File: config.mk
export PLATFORM = sky130hd
export DESIGN_NAME = key_rst_gen
export DESIGN_NICKNAME = d
export VERILOG_FILES = /design/src/rtl/key_rst_gen.sv
export SDC_FILE = /design/constraint.sdc
export NUM_CORES = 1
export LEC_CHECK = 0
export CORE_ASPECT_RATIO = 0.7
export CORE_MARGIN = 4
export CORE_UTILIZATION = 35
export DETAILED_ROUTE_END_ITERATION = 10
export GPL_TIMING_DRIVEN = 1
export PLACE_DENSITY_LB_ADDON = 0.15
export SYNTH_ARGS = -nofsm -noshare
export SYNTH_HDL_FRONTEND = slang
export SYNTH_SLANG_ARGS = --single-unit
File: constraint.sdc
create_clock -name sys_clk -period 1.8 [get_ports sys_clk]
set_input_delay 0.18 -clock sys_clk [delete_from_list [all_inputs] [get_ports sys_clk]]
set_output_delay 0.18 -clock sys_clk [all_outputs]
set_load 0.05 [all_outputs]
File: src/rtl/key_rst_gen.sv
// Reset generator: board reset plus debounced push-button produce a stretched active-low
// reset that asserts asynchronously and releases synchronously to sys_clk.
module key_rst_gen #(
    parameter int SYNC_STAGES = 2,
    parameter int DEB_CYCLES  = 1000000,
    parameter int HOLD_CYCLES = 16
) (
    input  logic       sys_clk,
    input  logic       sys_rst,
    input  logic       key1,
    output logic       rst_n_out,
    output logic       led_out,
    output logic [7:0] press_cnt
);

    // state    | meaning
    // HOLD     | rst_n_out low, counting out the minimum reset width
    // WAIT_REL | hold done but key still down; stay in reset until release
    // RUN      | rst_n_out high, key presses accepted
    typedef enum logic [1:0] {
        HOLD     = 2'd0,
        WAIT_REL = 2'd1,
        RUN      = 2'd2
    } state_t;

    localparam int DW = $clog2(DEB_CYCLES);
    localparam int HW = $clog2(HOLD_CYCLES);
    localparam logic [DW-1:0] DEB_LAST  = DW'(DEB_CYCLES - 1);
    localparam logic [HW-1:0] HOLD_LAST = HW'(HOLD_CYCLES - 1);

    logic [SYNC_STAGES-1:0] sync;
    logic                   key_s;
    logic                   deb_key;
    logic                   deb_key_d;
    logic [DW-1:0]          deb_cnt;
    logic                   press;
    logic [HW-1:0]          hold_cnt;
    state_t                 state;
    state_t                 state_next;

    always_ff @(posedge sys_clk or negedge sys_rst) begin
        if (!sys_rst) begin
            sync <= '1;
        end else begin
            sync <= {sync[SYNC_STAGES-2:0], key1};
        end
    end

    assign key_s = sync[SYNC_STAGES-1];

    // Any sample agreeing with the accepted level restarts the stability count.
    always_ff @(posedge sys_clk or negedge sys_rst) begin
        if (!sys_rst) begin
            deb_key   <= 1'b1;
            deb_key_d <= 1'b1;
            deb_cnt   <= '0;
        end else begin
            deb_key_d <= deb_key;
            if (key_s == deb_key) begin
                deb_cnt <= '0;
            end else if (deb_cnt == DEB_LAST) begin
                deb_key <= key_s;
                deb_cnt <= '0;
            end else begin
                deb_cnt <= deb_cnt + DW'(1);
            end
        end
    end

    assign press = deb_key_d & ~deb_key;

    always_comb begin
        state_next = state;
        case (state)
            HOLD: begin
                if (hold_cnt == HOLD_LAST) begin
                    state_next = deb_key ? RUN : WAIT_REL;
                end
            end
            WAIT_REL: begin
                if (deb_key) begin
                    state_next = RUN;
                end
            end
            RUN: begin
                if (press) begin
                    state_next = HOLD;
                end
            end
            default: state_next = HOLD;
        endcase
    end

    // rst_n_out is loaded from the next state so it is a clean flop output tracking RUN.
    always_ff @(posedge sys_clk or negedge sys_rst) begin
        if (!sys_rst) begin
            state     <= HOLD;
            hold_cnt  <= '0;
            rst_n_out <= 1'b0;
            led_out   <= 1'b0;
            press_cnt <= 8'd0;
        end else begin
            state     <= state_next;
            rst_n_out <= (state_next == RUN);
            if (state == HOLD && hold_cnt != HOLD_LAST) begin
                hold_cnt <= hold_cnt + HW'(1);
            end else begin
                hold_cnt <= '0;
            end
            if (state == RUN && press) begin
                led_out <= ~led_out;
                if (press_cnt != 8'hFF) begin
                    press_cnt <= press_cnt + 8'd1;
                end
            end
        end
    end

endmodule

==> impl_metrics.env <==
export IMPL_status="completed"
export IMPL_synth_fa_ha_area_share_pct=1.99
export IMPL_clock_skew_final_ns=0.00704
export IMPL_cp_arrival_ns=1.55
export IMPL_required_ns=1.62
export IMPL_slew_limit_headroom_pct=61.2
export IMPL_end_kind="output pin"
export IMPL_vias_per_cell=5.20
export IMPL_wl_met3_um=131
export IMPL_syn_inst=167
export IMPL_die_w_um=95.8
export IMPL_via_count=1378
export IMPL_dp_slack_ns=0.0831
export IMPL_critPathBufInv=1
export IMPL_cts_tree="yes"
export IMPL_cts_buffers=5
export IMPL_grt_overflow_total=0
export IMPL_portBuffers=12
export IMPL_grt_max_degree=41
export IMPL_synth_most_common_cell="dfrtp_1"
export IMPL_grt_pass1_vias=1386
export IMPL_finalWorstSetupSlack_ns=0.0666
export IMPL_synth_top_cell_area_share_pct=47.7
export IMPL_path_clk_slew_ns=0.08
export IMPL_cts_buffer_depth=2
export IMPL_finalNonFillerCells=265
export IMPL_worstPathMaxFanout=4
export IMPL_worstMarginPinSlew_ns=0.578
export IMPL_setup_viol=0
export IMPL_core_area_mm2=0.00523
export IMPL_multi_input_area_um2=858
export IMPL_yosys_warnings=0
export IMPL_yosys_area_share_simple_pct=23.8
export IMPL_synth_top_cell_by_area="dfrtp_1"
export IMPL_synth_top_family_by_area="simple AND/OR/NAND/NOR gates"
export IMPL_dp_hpwl_um=2670
export IMPL_drive_gt1_share_pct=17.1
export IMPL_nets=198
export IMPL_synth_edf_count=0
export IMPL_h_tree_depth=2
export IMPL_dp_cells=256
export IMPL_routed_top_layer="met4"
export IMPL_clock_sinks=40
export IMPL_finalHoldViolCount=0
export IMPL_cellPowerDensity_mw_per_mm2=704
export IMPL_antenna_found_initial=0
export IMPL_drt_iter0_markers=60
export IMPL_syn_mean_instance_area_um2=11.3
export IMPL_synth_async_reset_ratio_pct=100
export IMPL_finalWirelength_um=3810
export IMPL_path_class="register to output pin"
export IMPL_postRouteAntennaNets=0
export IMPL_finalCritPeriodShare_pct=96.3
export IMPL_clock_fmax_mhz=577
export IMPL_grt_pass1_wl_um=6670
export IMPL_drv_slew=0
export IMPL_internal_power_mw=1.24
export IMPL_swShare_pct=21.5
export IMPL_synth_compound_area_share_pct=6.22
export IMPL_syn_area_mm2=0.00189
export IMPL_wl_met1_um=1940
export IMPL_fill_cells=507
export IMPL_start_kind="register"
export IMPL_period_minus_slack_ns=1.73
export IMPL_synth_area_leaders="dfrtp_1 (48%), xnor2_1 (6.0%), dfstp_2 (5.6%)"
export IMPL_area_growth_pct=19.1
export IMPL_start_util_pct=36.1
export IMPL_synth_mux_area_share_pct=1.72
export IMPL_ys_ff_latch=40
export IMPL_synth_flop_cell="dfrtp_1"
export IMPL_p_sw_mw=0.341
export IMPL_synthDistinctLibCells=42
export IMPL_p_leak_nw=0.976
export IMPL_hold_class="input pin to register"
export IMPL_cts_setup_buffers=0
export IMPL_drt_drc_violations_left=0
export IMPL_place_congestion=0.838
export IMPL_yosysSeqAreaShare_pct=53.2
export IMPL_die_area_mm2=0.00666
export IMPL_register_area_mm2=0.00101
export IMPL_drv_cap=0
export IMPL_grt_use_total_pct=12.9
export IMPL_n_antenna_cell=0
export IMPL_path_cells="clkdlybuf4s50_1"
export IMPL_wl_per_cell_um=14.4
export IMPL_cpPeakStageDelay_ns=0.83
export IMPL_p_clk_share_pct=38.5
export IMPL_io_pins=13
export IMPL_crit_slowest_cell="clkdlybuf4s50_1"
export IMPL_cts_root_buf="clkbuf_8"
export IMPL_p_seq_share_pct=57.6
export IMPL_drt_pass1_iterations=4
export IMPL_peakVddDrop_mv=0.298
export IMPL_synth_xor_area_share_pct=11.1
export IMPL_routed_wl_met2_um=1700
export IMPL_syn_nets=173
export IMPL_tns_ns=0
export IMPL_fp_dieH_um=69.5
export IMPL_cpLargestDelayFamily="buffers and inverters"
export IMPL_synth_common_cells="dfrtp_1 (36), nor2_1 (18), nand3_1 (13), xnor2_1 (13), xor2_1 (11)"
export IMPL_comb_power_share_pct=3.9
export IMPL_insertion_delay_ns=0.29
export IMPL_fp_row_count=22
-- placed cells by master (no fill, tap or decap), types with 5 or more instances in the layout --
cell type	Yosys	routed
nand2_1	5	5
a21oi_1	6	6
dfrtp_1	36	36
nand4_1	9	9
nand3_1	13	13
xor2_1	11	11
clkdlybuf4s50_1	0	10
clkbuf_8	0	6
xnor2_1	13	13
buf_4	0	6
nor2_1	18	18
-- worst paths after layout --
check / slack (ns) / cells past startpoint / startpoint / to
worst min-delay path: 0.30 / 1 / key1 / sync[0]
worst min register to register: 0.36 / 0 / sync[0] / sync[1]
worst max register to register: 0.15 / 4 / deb_cnt[2] / deb_cnt[17]
min in group asynchronous: 0.49 / 3 / sys_rst / deb_cnt[19]
worst max-delay path: 0.07 / 1 / press_cnt[7] / press_cnt[7]
max in group asynchronous: 0.95 / 3 / sys_rst / deb_key_d
-- flip-flops by register name, summed over array words and instances (netlist names) --
| register | flops |
|---|---|
| state | 2 |
| rst_n_out | 1 |
| deb_key_d | 1 |
| deb_cnt | 20 |
| press_cnt | 8 |
| led_out | 1 |
| hold_cnt | 4 |
| deb_key | 1 |
| sync | 2 |
-- what timing repair did --
action / CTS / global route
hold endpoints to repair: 36 / 0
resized for setup: 0 / 3
setup endpoints to repair: 0 / 4
hold buffers: 1 / 0
-- power groups by stage --
stage	combinational, mW	sequential [mW]	clock (mW)
2_1_floorplan	0.0195	0.933	0
3_3_place_gp	0.0607	0.930	0
3_5_place_dp	0.0621	0.931	0
4_1_cts	0.0639	0.913	0.640
5_1_grt	0.0720	0.915	0.676
6_report	0.0618	0.913	0.610
-- cell type report --
type | count | area share, %
Inverter | 4 | 0.667
Tap cell | 72 | 4.00
Timing Repair Buffer | 20 | 8.56
Multi-Input combinational cell | 121 | 38.1
Sequential cell | 40 | 44.7
Clock buffer | 8 | 4.00
-- cell families after synthesis --
family / after synthesis
xor gates and xnor gates: 24
and+or+nand+nor: 75
buffers and inverters: 6
DFF: 40
adders and majority gates: 3
muxes: 3
AOI/OAI and AO/OA: 16
-- metal layers --
| layer | up-vias | track usage, % |
|---|---|---|
| li1 | 653 | - |
| met1 | 698 | 18.8 |
| met2 | 23 | 17.7 |
| met3 | 4 | 3.90 |
| met4 | 0 | 4.73 |
| met5 | - | 0 |
-- per-stage QoR --
stage | util, % | total power, mW | hold WS [ns] | instance area [µm²]
6_report | 43.1 | 1.59 | 0.300 | 2250
5_1_grt | 43.1 | 1.66 | 0.290 | 2250
4_1_cts | 42.8 | 1.62 | 0.300 | 2240
3_5_place_dp | 40.9 | 0.993 | 0.275 | 2140
3_3_place_gp | 40.9 | 0.991 | 0.262 | 2140
2_1_floorplan | - | 0.952 | -0.116 | 1890
No activity file was read; power rests on OpenSTA's default activity.
